`src/rtl/venus_pkg.sv`:
```
// Shared definitions for the venus pipeline front end.
// Holds the fetch FSM state encoding, datapath width and the NOP word.
package venus_pkg;

   localparam int XLEN = 32;

   localparam logic [XLEN-1:0] NOP = 32'h0000_0013;

   typedef enum logic [1:0] {
      S_IDLE  = 2'd0,
      S_FETCH = 2'd1,
      S_FULL  = 2'd2,
      S_DROP  = 2'd3
   } f_state_e;

endpackage

```
`src/rtl/f_skid_buf.sv`:
```
// One-entry {data,pc} holding register for the fetch stage.
// Ports: clk, rst (async, active-low), load_i, clear_i (clear wins),
// data_i/pc_i in, valid_o/data_o/pc_o out.
module f_skid_buf
   import venus_pkg::*;
(
   input  logic            clk,
   input  logic            rst,
   input  logic            load_i,
   input  logic            clear_i,
   input  logic [XLEN-1:0] data_i,
   input  logic [XLEN-1:0] pc_i,
   output logic            valid_o,
   output logic [XLEN-1:0] data_o,
   output logic [XLEN-1:0] pc_o
);

   logic            valid_q;
   logic [XLEN-1:0] data_q;
   logic [XLEN-1:0] pc_q;

   always_ff @(posedge clk or negedge rst) begin
      if (!rst) begin
         valid_q <= 1'b0;
         data_q  <= '0;
         pc_q    <= '0;
      end else if (clear_i) begin
         valid_q <= 1'b0;
         data_q  <= '0;
         pc_q    <= '0;
      end else if (load_i) begin
         valid_q <= 1'b1;
         data_q  <= data_i;
         pc_q    <= pc_i;
      end
   end

   assign valid_o = valid_q;
   assign data_o  = data_q;
   assign pc_o    = pc_q;

endmodule

```
`src/rtl/f_stage.sv`:
```
// Instruction-fetch stage: owns the PC, fetches over req/ack imem port,
// presents {v_o,data_o,pc_o} downstream with stall_i, takes redirects.
// Ports: clk, rst, redir_i/redir_pc_i, imem_req_o/addr_o/ack_i/data_i,
// v_o, data_o, pc_o, stall_i.
module f_stage
   import venus_pkg::*;
#(
   parameter logic [XLEN-1:0] RESET_PC = 32'h0000_0000,
   parameter logic [XLEN-1:0] PC_STEP  = 32'd4
) (
   input  logic            clk,
   input  logic            rst,
   input  logic            redir_i,
   input  logic [XLEN-1:0] redir_pc_i,
   output logic            imem_req_o,
   output logic [XLEN-1:0] imem_addr_o,
   input  logic            imem_ack_i,
   input  logic [XLEN-1:0] imem_data_i,
   output logic            v_o,
   output logic [XLEN-1:0] data_o,
   output logic [XLEN-1:0] pc_o,
   input  logic            stall_i
);

   f_state_e        state_q, state_d;
   logic [XLEN-1:0] pc_q, pc_d;
   logic [XLEN-1:0] dpc_q, dpc_d;
   logic            v_q, v_d;
   logic [XLEN-1:0] data_q, data_d;
   logic [XLEN-1:0] opc_q, opc_d;

   logic            sk_load, sk_clear, sk_v;
   logic [XLEN-1:0] sk_data, sk_pc;
   logic            req, adv;

   assign req = (state_q == S_FETCH) | (state_q == S_DROP);
   assign adv = ~stall_i | ~v_q;

   f_skid_buf u_skid (
      .clk     (clk),
      .rst     (rst),
      .load_i  (sk_load),
      .clear_i (sk_clear),
      .data_i  (imem_data_i),
      .pc_i    (pc_q),
      .valid_o (sk_v),
      .data_o  (sk_data),
      .pc_o    (sk_pc)
   );

   always_comb begin
      state_d  = state_q;
      pc_d     = pc_q;
      dpc_d    = dpc_q;
      v_d      = v_q;
      data_d   = data_q;
      opc_d    = opc_q;
      sk_load  = 1'b0;
      sk_clear = 1'b0;
      if (redir_i) begin
         v_d      = 1'b0;
         sk_clear = 1'b1;
         pc_d     = redir_pc_i;
         // an unacked request must still complete at its old address
         if (req && !imem_ack_i) begin
            state_d = S_DROP;
            if (state_q == S_FETCH) dpc_d = pc_q;
         end else begin
            state_d = S_FETCH;
         end
      end else begin
         unique case (state_q)
            S_IDLE: state_d = S_FETCH;
            S_FETCH: begin
               if (imem_ack_i) begin
                  pc_d = pc_q + PC_STEP;
                  if (adv) begin
                     v_d    = 1'b1;
                     data_d = imem_data_i;
                     opc_d  = pc_q;
                  end else begin
                     sk_load = 1'b1;
                     state_d = S_FULL;
                  end
               end else if (adv) begin
                  v_d = 1'b0;
               end
            end
            S_FULL: begin
               if (adv) begin
                  v_d      = sk_v;
                  data_d   = sk_data;
                  opc_d    = sk_pc;
                  sk_clear = 1'b1;
                  state_d  = S_FETCH;
               end
            end
            S_DROP: begin
               if (adv) v_d = 1'b0;
               if (imem_ack_i) state_d = S_FETCH;
            end
            default: state_d = S_IDLE;
         endcase
      end
   end

   always_ff @(posedge clk or negedge rst) begin
      if (!rst) begin
         state_q <= S_IDLE;
         pc_q    <= RESET_PC;
         dpc_q   <= RESET_PC;
         v_q     <= 1'b0;
         data_q  <= '0;
         opc_q   <= '0;
      end else begin
         state_q <= state_d;
         pc_q    <= pc_d;
         dpc_q   <= dpc_d;
         v_q     <= v_d;
         data_q  <= data_d;
         opc_q   <= opc_d;
      end
   end

   assign imem_req_o  = req;
   assign imem_addr_o = (state_q == S_DROP) ? dpc_q : pc_q;
   assign v_o         = v_q;
   assign data_o      = data_q;
   assign pc_o        = opc_q;

endmodule
```
`config.mk`:
```
export PLATFORM = sky130hd
export DESIGN_NAME = f_stage
export DESIGN_NICKNAME = d
export VERILOG_FILES = /design/src/rtl/venus_pkg.sv /design/src/rtl/f_skid_buf.sv /design/src/rtl/f_stage.sv
export SDC_FILE = /design/constraint.sdc
export NUM_CORES = 1
export LEC_CHECK = 0
export ABC_AREA = 0
export ABC_CLOCK_PERIOD_IN_PS = 2330
export BUFFER_PORTS_ARGS = -buffer_cell sky130_fd_sc_hd__buf_2
export CAP_MARGIN = 40
export CORE_MARGIN = 2
export CORE_UTILIZATION = 50
export DETAILED_ROUTE_END_ITERATION = 6
export HOLD_SLACK_MARGIN = 0.05
export PLACE_DENSITY = 0.76
export SYNTH_ARGS = -nofsm -noshare
export SYNTH_HDL_FRONTEND = slang
export SYNTH_SLANG_ARGS = --single-unit
```
`constraint.sdc`:
```
create_clock -name clk -period 2.33 [get_ports clk]
set_clock_uncertainty 0.2 [all_clocks]
set_input_delay 0 -clock clk [delete_from_list [all_inputs] [get_ports clk]]
set_output_delay 0 -clock clk [all_outputs]
set_load 0.05 [all_outputs]
```
# Yosys cells after proc, flatten, opt, wreduce, memory -nomap -nowiden
# Cells that the tools add are included.
# word_totals
ff_bits	196
latchBits	0
ram_bits	0
rom_bits	0
output_inout_bits	98
wordCells	77
memories	0
# classes
addsub	1
n_mul	0
div	0
n_lt_le_gt_ge	0
n_eq_ne	11
n_shift	0
muxes	38
bitwise_logic	5
n_reduce_logical	13
# op_table
operator	count
two-way mux 32 bit	14
case mux 32 bit (2 select lines)	2
adder 32 x 3 -> 32 bit, second input constant	1
two-way mux 1 bit	14
two-way mux 2 bit	6
!= test 3 bit, second input constant	4
case mux 2 bit (4 select lines)	1
nonzero test 2 bit	4
!= test 2 bit, second input constant	3
AND reduction 3 bit	2
AND reduction 5 bit	1
equality test 2 bit, second input constant	2
!= test 4 bit, second input constant	1
AND reduction 4 bit	1
nonzero test 4 bit	1
NOT 1 bit	3
case mux 1 bit (3 select lines)	1
equality test 2 x 1 -> 1 bit, second input constant	1
zero test 2 bit	1
bitwise OR 1 bit	2
AND reduction 2 bit	1
logical AND 1 bit	1
zero test 1 bit	1

# Depth between registers and ports, before layout
# Gate-level depths: netlist (run 1).
# depth
depth_word	8
ltp_mapped	10
depth_no_buf	6

# Cells and area by module
# A second synthesis (run 1) with hierarchy kept.
# unflattened
hier_cells	776
hier_area_um2	9461.6
# by_module_without_submodules
module	n_inst	cells_per_inst	area_each_um2
f_stage	1	567	6825.3
f_skid_buf	1	209	2636.3

# Worst setup path before layout (run 1)
# Ideal clock, no wire load.
# synth_path
path_type	flip-flop to output port
from	reg state_q[0]
to	out imem_addr_o[17]
arrival_time_ps	2151
path_slack_ps	-21
stages_incl_launch_ff	5
cell_sequence	dfrtp_1 > ha_1 > clkbuf_1 > clkbuf_1 > o21ai_0
# synth_via
elab_chain_cells	2
# synth_rtl
element	line	source
from (decl)	f_stage.sv:25	f_state_e state_q, state_d;
from (signal assigned)	f_stage.sv:116	state_q <= state_d;
equality test 2 bit	f_stage.sv:126	assign imem_addr_o = (state_q == S_DROP) ? dpc_q : pc_q;
two-way mux 32 bit	f_stage.sv:126	
to (decl)	f_stage.sv:16	output logic [XLEN-1:0] imem_addr_o,
# No other way between the ends.

# Worst setup path in the final report (run 1)
# layout_path
from	reg pc_q[2]
to	reg pc_q[22]
# layout_via
elab_chain_cells	4
# layout_rtl
element	line	source
from (decl)	f_stage.sv:26	logic [XLEN-1:0] pc_q, pc_d;
from (signal assigned)	f_stage.sv:117	pc_q <= pc_d;
adder 32 x 3 -> 32 bit	f_stage.sv:76	pc_d = pc_q + PC_STEP;
two-way mux 32 bit	f_stage.sv:75	if (imem_ack_i) begin
two-way mux 32 bit	f_stage.sv:72	unique case (state_q)
two-way mux 32 bit	f_stage.sv:60	if (redir_i) begin
# No other way between the ends. The select of a mux whose other input is x is not followed.
# A chain may end at the register's enable or synchronous reset.

==> results of run 1 <==
==> routing by layer <==
metal / wire length [microns] / GRT usage (%) / vias to the layer above
met1: 10110 / 34.26 / 3579
met5: 0 / 0 / -
li1: - / - / 3333
met4: 277 / 6.816 / 0
met2: 11000 / 39.55 / 271
met3: 1370 / 4.599 / 24
==> cells in the final DEF, fill, tap and decap left out, types with 6 or more instances in the layout <==
cell type and instances:
sky130_fd_sc_hd__dfrtp_1 194, sky130_fd_sc_hd__buf_2 165, sky130_fd_sc_hd__nand2_1 94, sky130_fd_sc_hd__o21ai_0 85, sky130_fd_sc_hd__dlygate4sd3_1 83, sky130_fd_sc_hd__mux2i_1 65
sky130_fd_sc_hd__a22o_1 64, sky130_fd_sc_hd__mux2_2 62, sky130_fd_sc_hd__buf_4 31, sky130_fd_sc_hd__nor2_1 23, sky130_fd_sc_hd__a31oi_1 18, sky130_fd_sc_hd__clkbuf_16 17
sky130_fd_sc_hd__or4_1 16, sky130_fd_sc_hd__o31ai_1 14, sky130_fd_sc_hd__nand4_1 9, sky130_fd_sc_hd__nand3_1 8, sky130_fd_sc_hd__buf_12 7, sky130_fd_sc_hd__inv_1 6
==> through the flow <==
stage | area, sq um | worst slack [ps] | hold WS [ps]
4_1_cts | 11600 | 12.10 | 96.42
2_1_floorplan | 8897 | -20.76 | -495.6
3_5_place_dp | 10140 | 65.07 | -106.8
3_3_place_gp | 10140 | 105.7 | -105.4
6_report | 11630 | 98.76 | 106.9
5_1_grt | 11630 | 0.1490 | 145.7
==> state kept, by name (all words and copies together) (netlist names) <==
name and flops:
dpc_q 32, data_o 32, u_skid.pc_o 32, v_o 1, state_q 2, u_skid.data_o 32
pc_o 32, pc_q 32, u_skid.valid_o 1
==> worst min-delay path by stage <==
stage               depth (start not counted)  slack, ps            from                           end
global placement                            1       -110             rst  u_skid.data_o[7]$_DFFE_PN0P_
global route                                3        150  imem_data_i[0]  u_skid.data_o[0]$_DFFE_PN0P_
CTS                                         4        100  redir_pc_i[10]          pc_q[10]$_DFFE_PN0P_
finish                                      4        110  redir_pc_i[10]          pc_q[10]$_DFFE_PN0P_
detailed placement                          1       -110             rst         data_o[7]$_DFFE_PN0P_
floorplan                                   0       -500             rst         data_o[0]$_DFFE_PN0P_
==> report_power, final <==
group          internal (mW)  leakage (nW)  switching [mW]  total, mW
sequential              4.27          2.47           0.522       4.80
combinational           1.51          2.44            3.99       5.50
clock                   1.78         0.303            1.28       3.06
==> cells by family (layout without fill, tap and decap cells) <==
group,Yosys count,count (layout),synth area share (%)
buffers and inverters,80,328,3.741
flip-flops,196,196,55.13
adder cells (fa/ha/maj),4,4,0.5625
XOR/XNOR,10,10,0.9843
AO/OA/AOI/OAI,193,193,14.53
multiplexers,127,127,15.16
AND/OR/NAND/NOR,180,180,9.900
==> synthesized netlist by cell type (all sizes together) (5+ instances only) <==
cell    instances  area [sq um]
dfrtp         196          4905
nand2          95         356.6
o21ai          86         430.4
mux2i          65         650.6
a22o           64         560.5
mux2           62         698.2
clkbuf         48         182.7
buf            25         123.9
nor2           23         86.33
a31oi          18         112.6
or4            17         131.4
o31ai          14         105.1
nand4          11         90.08
nand3           9         45.04
inv             6         22.52
or3             5         36.28
xnor2           5         43.79
xor2            5         43.79
==> tightest hold or removal path, cell delays in order <==
cell and delay [ps]:
sky130_fd_sc_hd__dlygate4sd3_1 510, sky130_fd_sc_hd__buf_2 90, sky130_fd_sc_hd__nand2_1 40, sky130_fd_sc_hd__o21ai_0 50
==> what timing repair did <==
item                                    in CTS  in global routing
endpoints found under the hold margin      297                  0
endpoints found under the setup margin      18                 19
pin swaps                                    0                  3
gates cloned                                 0                  0
hold buffers                                83                  0
gates resized for setup                      1                  9
==> layout make-up <==
type / instances / area [sq um]
clock buffer: 20 / 466.7
fill: 1282 / 5728
clock inverter: 12 / 151.4
timing repair buffer: 289 / 2069
sequential: 196 / 4907
multi-input combinational: 514 / 3726
inverter: 7 / 26.28
tap: 225 / 281.5
==> flow_summary.rst, run 1 <==
.. list-table::
   :header-rows: 1

   * - Metric
     - Value
   * - Detailed-routing iteration count for the pre-antenna-repair pass
     - 5
   * - CP startpoint
     - pc_q[2]$_DFFE_PN0P_
   * - Tcrit/Tclk final
     - roughly 96%
   * - Cell type with the highest occurrence count on the critical path
     - sky130_fd_sc_hd__or4_1
   * - Total I/O pin count
     - about 170
   * - Vertical die dimension
     - 137.4 microns
   * - Core utilization of the finished layout
     - around 67%
   * - Source of the worst register-to-register timing path
     - pc_q[2]$_DFFE_PN0P_
   * - Total power after layout
     - about 13 mW
   * - Ratio of cells with drive above 1 in the final layout
     - a little under a third
   * - Relative area change from synthesis to final layout
     - 30.70%
   * - Buffer and inverter count on the worst path
     - 0
   * - Number of inserted diodes
     - 0
   * - Initial core utilization
     - 51.26%
   * - Max_cap viols
     - 0
   * - Number of flops mapped to enable cells by yosys
     - 0
   * - Number of setup buffers added after CTS
     - 0
   * - Shortest clock period the worst path allows after layout
     - roughly 2200 ps
   * - # setup viols final
     - 0
   * - Number of stages on the worst setup path
     - 5
   * - Synthesized net count
     - roughly 860
   * - Die outline width
     - roughly 140 microns
   * - Crit-path max FO
     - 6
   * - Placed insts
     - 1148
   * - Filler-free cell count of the finished design
     - approximately 1300
   * - Number of warning messages in the yosys log
     - 0
   * - Mean routed wirelength per cell
     - 18.02 microns
   * - Number of global-route vias before repair
     - ~7000
   * - Port Buffer Count
     - between 150 and 200
   * - Placer's final routability congestion estimate
     - roughly 0.83
   * - First-pass GRT wire length
     - approximately 36 mm
   * - Insertion delay of the later-clocked pin in the worst-skew pair
     - 430 ps
   * - Max Fclk
     - around 450 MHz
   * - Unrepaired setup endpoints after global routing
     - no
   * - Capturing element of the worst setup path
     - pc_q[22]$_DFFE_PN0P_
   * - Clock buffer count from CTS
     - 17
   * - Worst slew margin relative to its limit
     - ~53%
   * - Fraction of synthesis flops using an asynchronous set or reset pin
     - 100.0%
   * - Count of vias placed by the detailed router
     - around 7200
   * - WL final
     - ~23 mm
   * - Data arrival time of the critical path
     - roughly 2400 ps
   * - Total of flip-flops plus latches after synthesis
     - between 150 and 200
   * - Via count normalized by instance count
     - approximately 5.7
   * - Net count, final
     - roughly 1100
   * - Critical Setup Path Class
     - reg -> reg
   * - Outcome
     - completed
   * - Aggregate global routing overflow
     - 0
   * - Rows
     - 48
   * - Initial antenna violation count
     - 0
   * - Predominant post-synthesis flop cell
     - sky130_fd_sc_hd__dfrtp_1
   * - Actual transition at the worst max-transition pin
     - between 700 and 800 ps
   * - Synth Cell Area
     - 8897 sq um
   * - Residual DRC count
     - 0
   * - Worst reg-to-reg setup slack
     - between 90 and 100 ps
   * - Count of mapped cells out of synthesis
     - between 700 and 800
   * - Initial DRC count
     - 453
   * - All-Layer GR Usage
     - between 20% and 30%
   * - Number of hold violations in the final report
     - 0
   * - Startpoint types
     - flop
   * - Clock Pin Slew Worst Setup and Hold Paths
     - approximately 70 ps
   * - Routed Antenna Nets
     - 0
   * - Required time of the critical path
     - around 2500 ps
   * - Clock net sink count
     - about 200
   * - CTS root buffer
     - sky130_fd_sc_hd__clkbuf_16
   * - Maximum clock insertion buffer count
     - 2
   * - TritonCTS clock tree
     - yes
   * - Total half-perimeter wirelength after legalization and detailed placement
     - 14.20 mm
   * - Cells on worst reg2reg path
     - 5
   * - H-tree level count
     - 4
   * - Mean instance size in the synthesized netlist
     - 11.26 sq um
   * - Gate family responsible for the most delay along the worst path
     - simple AND/OR/NAND/NOR gates
   * - Total power density per cell area
     - about 1100 nW/um^2
   * - Number of max-slew violations in the final report
     - 0
   * - Die footprint
     - around 19000 sq um
   * - Kind of capture point of the worst setup path
     - flop
   * - Portion of the post-synthesis area used by sequential elements
     - 55.13%
   * - Maximum number of pins on one net before global-route repair
     - 82
   * - Static power due to leakage
     - around 5.2 nW
   * - Hold WC Path Type
     - in -> reg
   * - Placeable Area
     - about 17000 sq um
   * - Endpoint of the most critical register-to-register path
     - pc_q[22]$_DFFE_PN0P_
   * - Worst IR Drop VDD
     - ~0.0009 V
   * - Worst path cell trace
     - ha_1 -> nand3_1 -> or4_1 -> or4_1 -> a31oi_1
   * - Total Neg Setup Slack
     - 0 ps
   * - Worst stage delay on the critical path
     - between 600 and 700 ps
   * - Unique masters post-synth
     - 45
   * - Slowest cell on the critical path
     - sky130_fd_sc_hd__or4_1
Power figures use the tool's default switching activity.
==> inputs of run 2 (changes only) <==
BUFFER_PORTS_ARGS = default   (was -buffer_cell sky130_fd_sc_hd__buf_2)
CORE_UTILIZATION = 57   (was 50)
DONT_BUFFER_PORTS = 1   (was default)
GPL_TIMING_DRIVEN = 0   (was default)
PLACE_DENSITY = 0.75   (was 0.76)
SETUP_SLACK_MARGIN = 0.5   (was default)
==> flow_summary.rst, run 2 (synthesis gave the netlist of run 1 again) <==
.. list-table::
   :header-rows: 1

   * - Metric
     - Value
   * - Routed Antenna Nets
     - 0
   * - Unrepaired setup endpoints after global routing
     - yes
   * - TritonCTS clock tree
     - yes
   * - Number of hold violations in the final report
     - 225
   * - Port Buffer Count
     - 0
   * - Actual transition at the worst max-transition pin
     - 573.8 ps
   * - Number of max-slew violations in the final report
     - 0
   * - Clock power frac
     - 21.4%
   * - Mean routed wirelength per cell
     - 23.31 microns
   * - Hold slack
     - -945.1 ps
   * - Aggregate global routing overflow
     - 0
   * - Count of vias placed by the detailed router
     - about 7500
   * - Violated checks
     - negative hold slack, negative setup slack
   * - Outcome
     - finished with violations
   * - Kind of capture point of the worst setup path
     - flop
   * - Die outline width
     - ~130 microns
   * - Static power due to leakage
     - around 5.3 nW
   * - Ratio of cells with drive above 1 in the final layout
     - a little under a third
   * - Filler-free cell count of the finished design
     - ~1200
   * - Net switching power
     - approximately 6.1 mW
   * - Vertical die dimension
     - around 130 microns
   * - Area of all placed cells without fillers
     - roughly 12000 sq um
   * - Commonest cells after routing, fill and taps aside
     - sky130_fd_sc_hd__dfrtp_1, sky130_fd_sc_hd__nand2_1, sky130_fd_sc_hd__dlygate4sd3_1
   * - Maximum number of pins on one net before global-route repair
     - between 150 and 200
   * - Worst setup slack after layout
     - -9.623 ps
   * - Worst IR Drop VDD
     - between 0.0008 and 0.0009 V
   * - Critical Setup Path Class
     - reg -> reg
   * - First-pass GRT wire length
     - roughly 42 mm
   * - Total internal power
     - around 7.4 mW
   * - Total power after layout
     - approximately 13 mW
   * - Number of global-route vias before repair
     - 7819
   * - Cells on worst reg2reg path
     - 6
   * - Share of power burned in combinational logic
     - between 20% and 30%
   * - Worst slew margin relative to its limit
     - ~60%
   * - WL final
     - 27.26 mm
   * - Initial DRC count
     - 708
   * - Initial antenna violation count
     - 0
   * - Clock net sink count
     - slightly below 200
   * - Cts hold-fix bufs
     - between 70 and 80
   * - Net count, final
     - approximately 1000
   * - Required time of the critical path
     - ~2500 ps
   * - Via count normalized by instance count
     - ~6.4
   * - Initial core utilization
     - around three fifths
   * - Max_cap viols
     - 0
   * - Tcrit/Tclk final
     - 100.4%
   * - Hold WC Path Type
     - in -> async
   * - Placer's final routability congestion estimate
     - roughly 0.86
   * - H-tree level count
     - 4
   * - Sequential power share
     - 50.8%
   * - Residual DRC count
     - 0
   * - Max Fclk
     - 427.4 MHz
   * - Most common cell after layout, fill and taps aside
     - sky130_fd_sc_hd__dfrtp_1
   * - Worst reg-to-reg setup slack
     - -10 ps
   * - Relative area change from synthesis to final layout
     - 35.79%
   * - Clock Pin Slew Worst Setup and Hold Paths
     - roughly 70 ps
   * - Data arrival time of the critical path
     - 2480 ps
   * - Switching Share
     - 45.09%
   * - Number of inserted diodes
     - 0
   * - # setup viols final
     - 2
   * - Startpoint types
     - flop
   * - CTS root buffer
     - sky130_fd_sc_hd__clkbuf_16
   * - Maximum clock insertion buffer count
     - 2
   * - Placed insts
     - 980
   * - Total I/O pin count
     - 167
   * - Total half-perimeter wirelength after legalization and detailed placement
     - about 15 mm
   * - Source of the worst register-to-register timing path
     - pc_q[2]$_DFFE_PN0P_
   * - Detailed-routing iteration count for the pre-antenna-repair pass
     - 5
   * - Rows
     - between 40 and 50
   * - Crit-path max FO
     - 8
   * - All-Layer GR Usage
     - between 30 and 40%
   * - Clock buffer count from CTS
     - 17
   * - Endpoint of the most critical register-to-register path
     - pc_q[15]$_DFFE_PN0P_
   * - Placed instance area
     - roughly 9300 sq um
   * - Total power density per cell area
     - between 1000 and 1500 nW/um^2
   * - Shortest clock period the worst path allows after layout
     - approximately 2300 ps
   * - Placeable Area
     - 15200 sq um
   * - Insertion delay of the later-clocked pin in the worst-skew pair
     - around 440 ps
   * - Die footprint
     - around 17000 sq um
[run 2: changes by cell type in the layout (fill, tap and decap cells not counted), moves of 8 or more]
cell	change
sky130_fd_sc_hd__clkbuf_2	+14
sky130_fd_sc_hd__buf_8	+8
sky130_fd_sc_hd__buf_6	+20
sky130_fd_sc_hd__buf_4	+30
sky130_fd_sc_hd__clkbuf_16	+8
sky130_fd_sc_hd__clkbuf_8	+10
sky130_fd_sc_hd__o21ai_1	+37
sky130_fd_sc_hd__mux2_4	+30
sky130_fd_sc_hd__o21ai_0	-45
sky130_fd_sc_hd__mux2_2	-30
sky130_fd_sc_hd__buf_2	-158
sky130_fd_sc_hd__o21ai_2	+8
sky130_fd_sc_hd__clkbuf_4	+9
[run 2: worst max path at each step]
stage                            from                           to  slack (ps)
2_1_floorplan  state_q[1]$_DFFE_PN0P_         pc_q[13]$_DFFE_PN0P_         200
3_3_place_gp          v_o$_DFFE_PN0P_  u_skid.pc_o[14]$_DFFE_PN0P_        -190
3_5_place_dp      pc_q[3]$_DFFE_PN0P_         pc_q[22]$_DFFE_PN0P_        -100
4_1_cts        state_q[1]$_DFFE_PN0P_         pc_q[13]$_DFFE_PN0P_          70
5_1_grt           pc_q[2]$_DFFE_PN0P_         pc_q[19]$_DFFE_PN0P_         -50
6_report          pc_q[2]$_DFFE_PN0P_         pc_q[15]$_DFFE_PN0P_         -10
[run 2: layer usage]
layer	share of wire, %	GRT usage, %
met1	39	41.95
met2	50	53.81
met3	7.5	7.277
met4	2.7	12.28
met5	0	0
[run 2: through the flow]
stage	TNS, ps	worst slack [ps]	utilization, %
2_1_floorplan	0	195.7	-
3_3_place_gp	-8902	-188.6	60.99
3_5_place_dp	-328.1	-102.8	61.09
4_1_cts	0	68.66	77.46
5_1_grt	-233.3	-54.88	79.47
6_report	-15.91	-9.623	79.47
[run 2: power groups by stage]
stage	registers [mW]	logic, mW	clock network, mW
6_report	6.85	3.76	2.88
5_1_grt	6.94	4.00	3.05
4_1_cts	6.81	3.49	2.90
3_5_place_dp	6.88	2.60	0
3_3_place_gp	6.82	2.50	0
2_1_floorplan	6.65	2.19	0
[run 2: area by class of cell]
cell class	instances	area, sq um
plain buffers	73	747.0
clock buffers	17	425.4
clock inverters	15	146.4
fillers	876	3120
inverters	7	26.28
multi-input cells	514	4054
flip-flops and latches	196	4917
well taps	188	235.2
repair buffers	159	1530
[run 2: worst max-delay path, cell delays in order, from the launching register on]
cell	delay, ps
sky130_fd_sc_hd__dfrtp_1	390
sky130_fd_sc_hd__clkbuf_4	230
sky130_fd_sc_hd__nand3_1	170
sky130_fd_sc_hd__or3_4	450
sky130_fd_sc_hd__buf_6	150
sky130_fd_sc_hd__or4_1	460
sky130_fd_sc_hd__a31oi_1	210
[run 2: timing repair]
action	4_1_cts	5_1_grt
endpoints found under the hold margin	340	232
endpoints found under the setup margin	221	228
gates cloned	13	0
resized for setup	133	97
pin swaps	16	28
setup buffers	58	10
==> inputs of run 3 (changes only) <==
CELL_PAD_IN_SITES_DETAIL_PLACEMENT = 0   (was default)
CELL_PAD_IN_SITES_GLOBAL_PLACEMENT = 1   (was default)
CORE_UTILIZATION = 45   (was 57)
PLACE_DENSITY = default   (was 0.75)
PLACE_DENSITY_LB_ADDON = 0.1   (was default)
==> flow_summary.rst, run 3 (synthesis gave the netlist of run 1 again) <==
.. list-table::
   :header-rows: 1

   * - Metric
     - Value
   * - Setup Slack @ Placement
     - -78.93 ps
   * - Most congested layer reported by global routing
     - met2
   * - Clock Pin Slew Worst Setup and Hold Paths
     - 70 ps
   * - Max Fclk
     - about 440 MHz
   * - Total half-perimeter wirelength after legalization and detailed placement
     - roughly 16 mm
   * - Placeable Area
     - around 19000 sq um
   * - Worst setup slack after layout
     - 50.74 ps
   * - Cells on worst reg2reg path
     - 5
   * - Net count, final
     - between 1000 and 1500
   * - WL final
     - ~27 mm
   * - Die footprint
     - around 21000 sq um
   * - Mean routed wirelength per cell
     - about 21 microns
   * - Number of hold violations in the final report
     - 224
   * - Crit-path max FO
     - 6
   * - Count of vias placed by the detailed router
     - around 7200
   * - Data arrival time of the critical path
     - 2430 ps
   * - Outcome
     - finished with violations
   * - Total power density per cell area
     - around 1100 nW/um^2
   * - Maximum clock insertion buffer count
     - 2
   * - Ratio of cells with drive above 1 in the final layout
     - 33.43%
   * - Total Neg Setup Slack
     - 0 ps
   * - Placer's final routability congestion estimate
     - approximately 0.81
   * - H-tree level count
     - 4
   * - Static power due to leakage
     - between 5 and 6 nW
   * - Worst IR Drop VDD
     - 0.0006544 V
   * - All-Layer GR Usage
     - about a quarter
   * - Worst reg-to-reg setup slack
     - between 50 and 60 ps
   * - Port Buffer Count
     - 0
   * - Max_cap viols
     - 0
   * - Number of max-slew violations in the final report
     - 0
   * - Number of global-route vias before repair
     - approximately 7300
   * - Residual DRC count
     - 0
   * - Number of inserted diodes
     - 0
   * - Source of the worst register-to-register timing path
     - pc_q[3]$_DFFE_PN0P_
   * - Insertion delay of the later-clocked pin in the worst-skew pair
     - approximately 440 ps
   * - Placed insts
     - approximately 1100
   * - First-pass GRT wire length
     - ~40 mm
   * - Initial antenna violation count
     - 0
   * - Tcrit/Tclk final
     - between 90% and 100%
   * - Routed Antenna Nets
     - 0
   * - Commonest cells after routing, fill and taps aside
     - sky130_fd_sc_hd__dfrtp_1, sky130_fd_sc_hd__dlygate4sd3_1, sky130_fd_sc_hd__nand2_1
   * - Core utilization of the finished layout
     - roughly two thirds
   * - Cts hold-fix bufs
     - between 70 and 80
   * - Critical Setup Path Class
     - reg -> reg
   * - Worst slew margin relative to its limit
     - approximately 63%
   * - Relative area change from synthesis to final layout
     - 43.35%
   * - Total I/O pin count
     - ~170
   * - Met2 layer usage reported by global route
     - just under 40%
   * - Initial core utilization
     - a little under half
   * - Die outline width
     - between 100 and 150 microns
   * - Initial DRC count
     - 337
   * - Filler-free cell count of the finished design
     - between 1000 and 1500
   * - Aggregate global routing overflow
     - 0
   * - Vertical die dimension
     - 144.6 microns
   * - Detailed-routing iteration count for the pre-antenna-repair pass
     - 4
   * - CTS root buffer
     - sky130_fd_sc_hd__clkbuf_16
   * - Required time of the critical path
     - between 2000 and 2500 ps
   * - Maximum number of pins on one net before global-route repair
     - between 150 and 200
   * - Violated checks
     - negative hold slack
   * - Startpoint types
     - flop
   * - Hold WC Path Type
     - in -> async
   * - Rows
     - between 50 and 60
   * - Kind of capture point of the worst setup path
     - flop
   * - Met3 track demand over resource
     - 5.099%
   * - Most common cell after layout, fill and taps aside
     - sky130_fd_sc_hd__dfrtp_1
   * - Actual transition at the worst max-transition pin
     - about 560 ps
   * - Endpoint of the most critical register-to-register path
     - pc_q[22]$_DFFE_PN0P_
   * - Unrepaired setup endpoints after global routing
     - yes
   * - Via count normalized by instance count
     - 5.709
   * - Shortest clock period the worst path allows after layout
     - about 2300 ps
   * - Hold slack
     - -948.4 ps
   * - TritonCTS clock tree
     - yes
   * - # setup viols final
     - 0
   * - Clock buffer count from CTS
     - 17
   * - Clock net sink count
     - about 200
   * - GR Layer Usage met1
     - 34.18%
-- run 3: cell types whose count changed in the layout (fill, tap and decap cells not counted), moves of 7 or more --
| cell | change |
|---|---|
| sky130_fd_sc_hd__nand2_1 | -17 |
| sky130_fd_sc_hd__nand2_2 | +18 |
| sky130_fd_sc_hd__mux2_4 | +10 |
| sky130_fd_sc_hd__o21ai_2 | +10 |
| sky130_fd_sc_hd__mux2_2 | -10 |
| sky130_fd_sc_hd__o21ai_0 | -23 |
| sky130_fd_sc_hd__buf_8 | +14 |
| sky130_fd_sc_hd__o21ai_1 | +13 |
| sky130_fd_sc_hd__clkbuf_2 | -10 |
| sky130_fd_sc_hd__buf_6 | +7 |
| sky130_fd_sc_hd__clkbuf_16 | +12 |
-- run 3: cell type report --
class,instances,area (sq um)
buffer,73,922.1
sequential,196,4918
clock inverter,10,146.4
timing repair buffer,172,1842
inverter,7,26.28
fill,1524,6708
clock buffer,21,440.4
multi-input combinational,514,4128
tap,265,331.6
-- run 3: through the flow --
step	instance area (sq um)	power, mW
3_3_place_gp	9368	9.385
6_report	12750	13.93
4_1_cts	11970	13.44
2_1_floorplan	9036	8.849
3_5_place_dp	9383	9.490
5_1_grt	12750	14.53
-- run 3: critical path: stages (launching register included) --
cell and delay [ps]:
sky130_fd_sc_hd__dfrtp_2 360, sky130_fd_sc_hd__ha_2 220, sky130_fd_sc_hd__nand3_2 220, sky130_fd_sc_hd__or4_4 610
sky130_fd_sc_hd__or4_1 420, sky130_fd_sc_hd__a31oi_1 170
-- run 3: how the worst max path moves through the flow --
stage	endpoint	slack (ps)	depth (start not counted)	start
final	pc_q[22]$_DFFE_PN0P_	50	5	pc_q[3]$_DFFE_PN0P_
after detailed placement	pc_q[22]$_DFFE_PN0P_	-80	5	pc_q[3]$_DFFE_PN0P_
after global routing	pc_q[15]$_DFFE_PN0P_	20	8	state_q[1]$_DFFE_PN0P_
after global placement	u_skid.pc_o[18]$_DFFE_PN0P_	-250	4	v_o$_DFFE_PN0P_
after floorplan	pc_q[13]$_DFFE_PN0P_	200	8	state_q[1]$_DFFE_PN0P_
after CTS	pc_q[29]$_DFFE_PN0P_	70	8	state_q[1]$_DFFE_PN0P_
-- run 3: report_power, final --
| group | switching [mW] | total (mW) | internal (mW) |
|---|---|---|---|
| Combinational | 2.14 | 4.08 | 1.94 |
| Clock | 1.33 | 3.02 | 1.70 |
| Sequential | 2.59 | 6.83 | 4.24 |
| Total | 6.05 | 13.9 | 7.88 |
-- run 3: metal layers --
layer  vias to the layer above  routed length (microns)
met5                         -                        0
met4                         0                      695
met3                        50                     1521
met1                      3667                    11930
met2                       208                    12570
li1                       3257                        -
-- run 3: repair_timing --
item / in CTS / in global routing
gates resized for setup: 194 / 163
pin swaps: 32 / 35
setup buffers: 47 / 25
gates cloned: 13 / 11
endpoints found under the setup margin: 221 / 226
hold endpoints to repair: 356 / 227
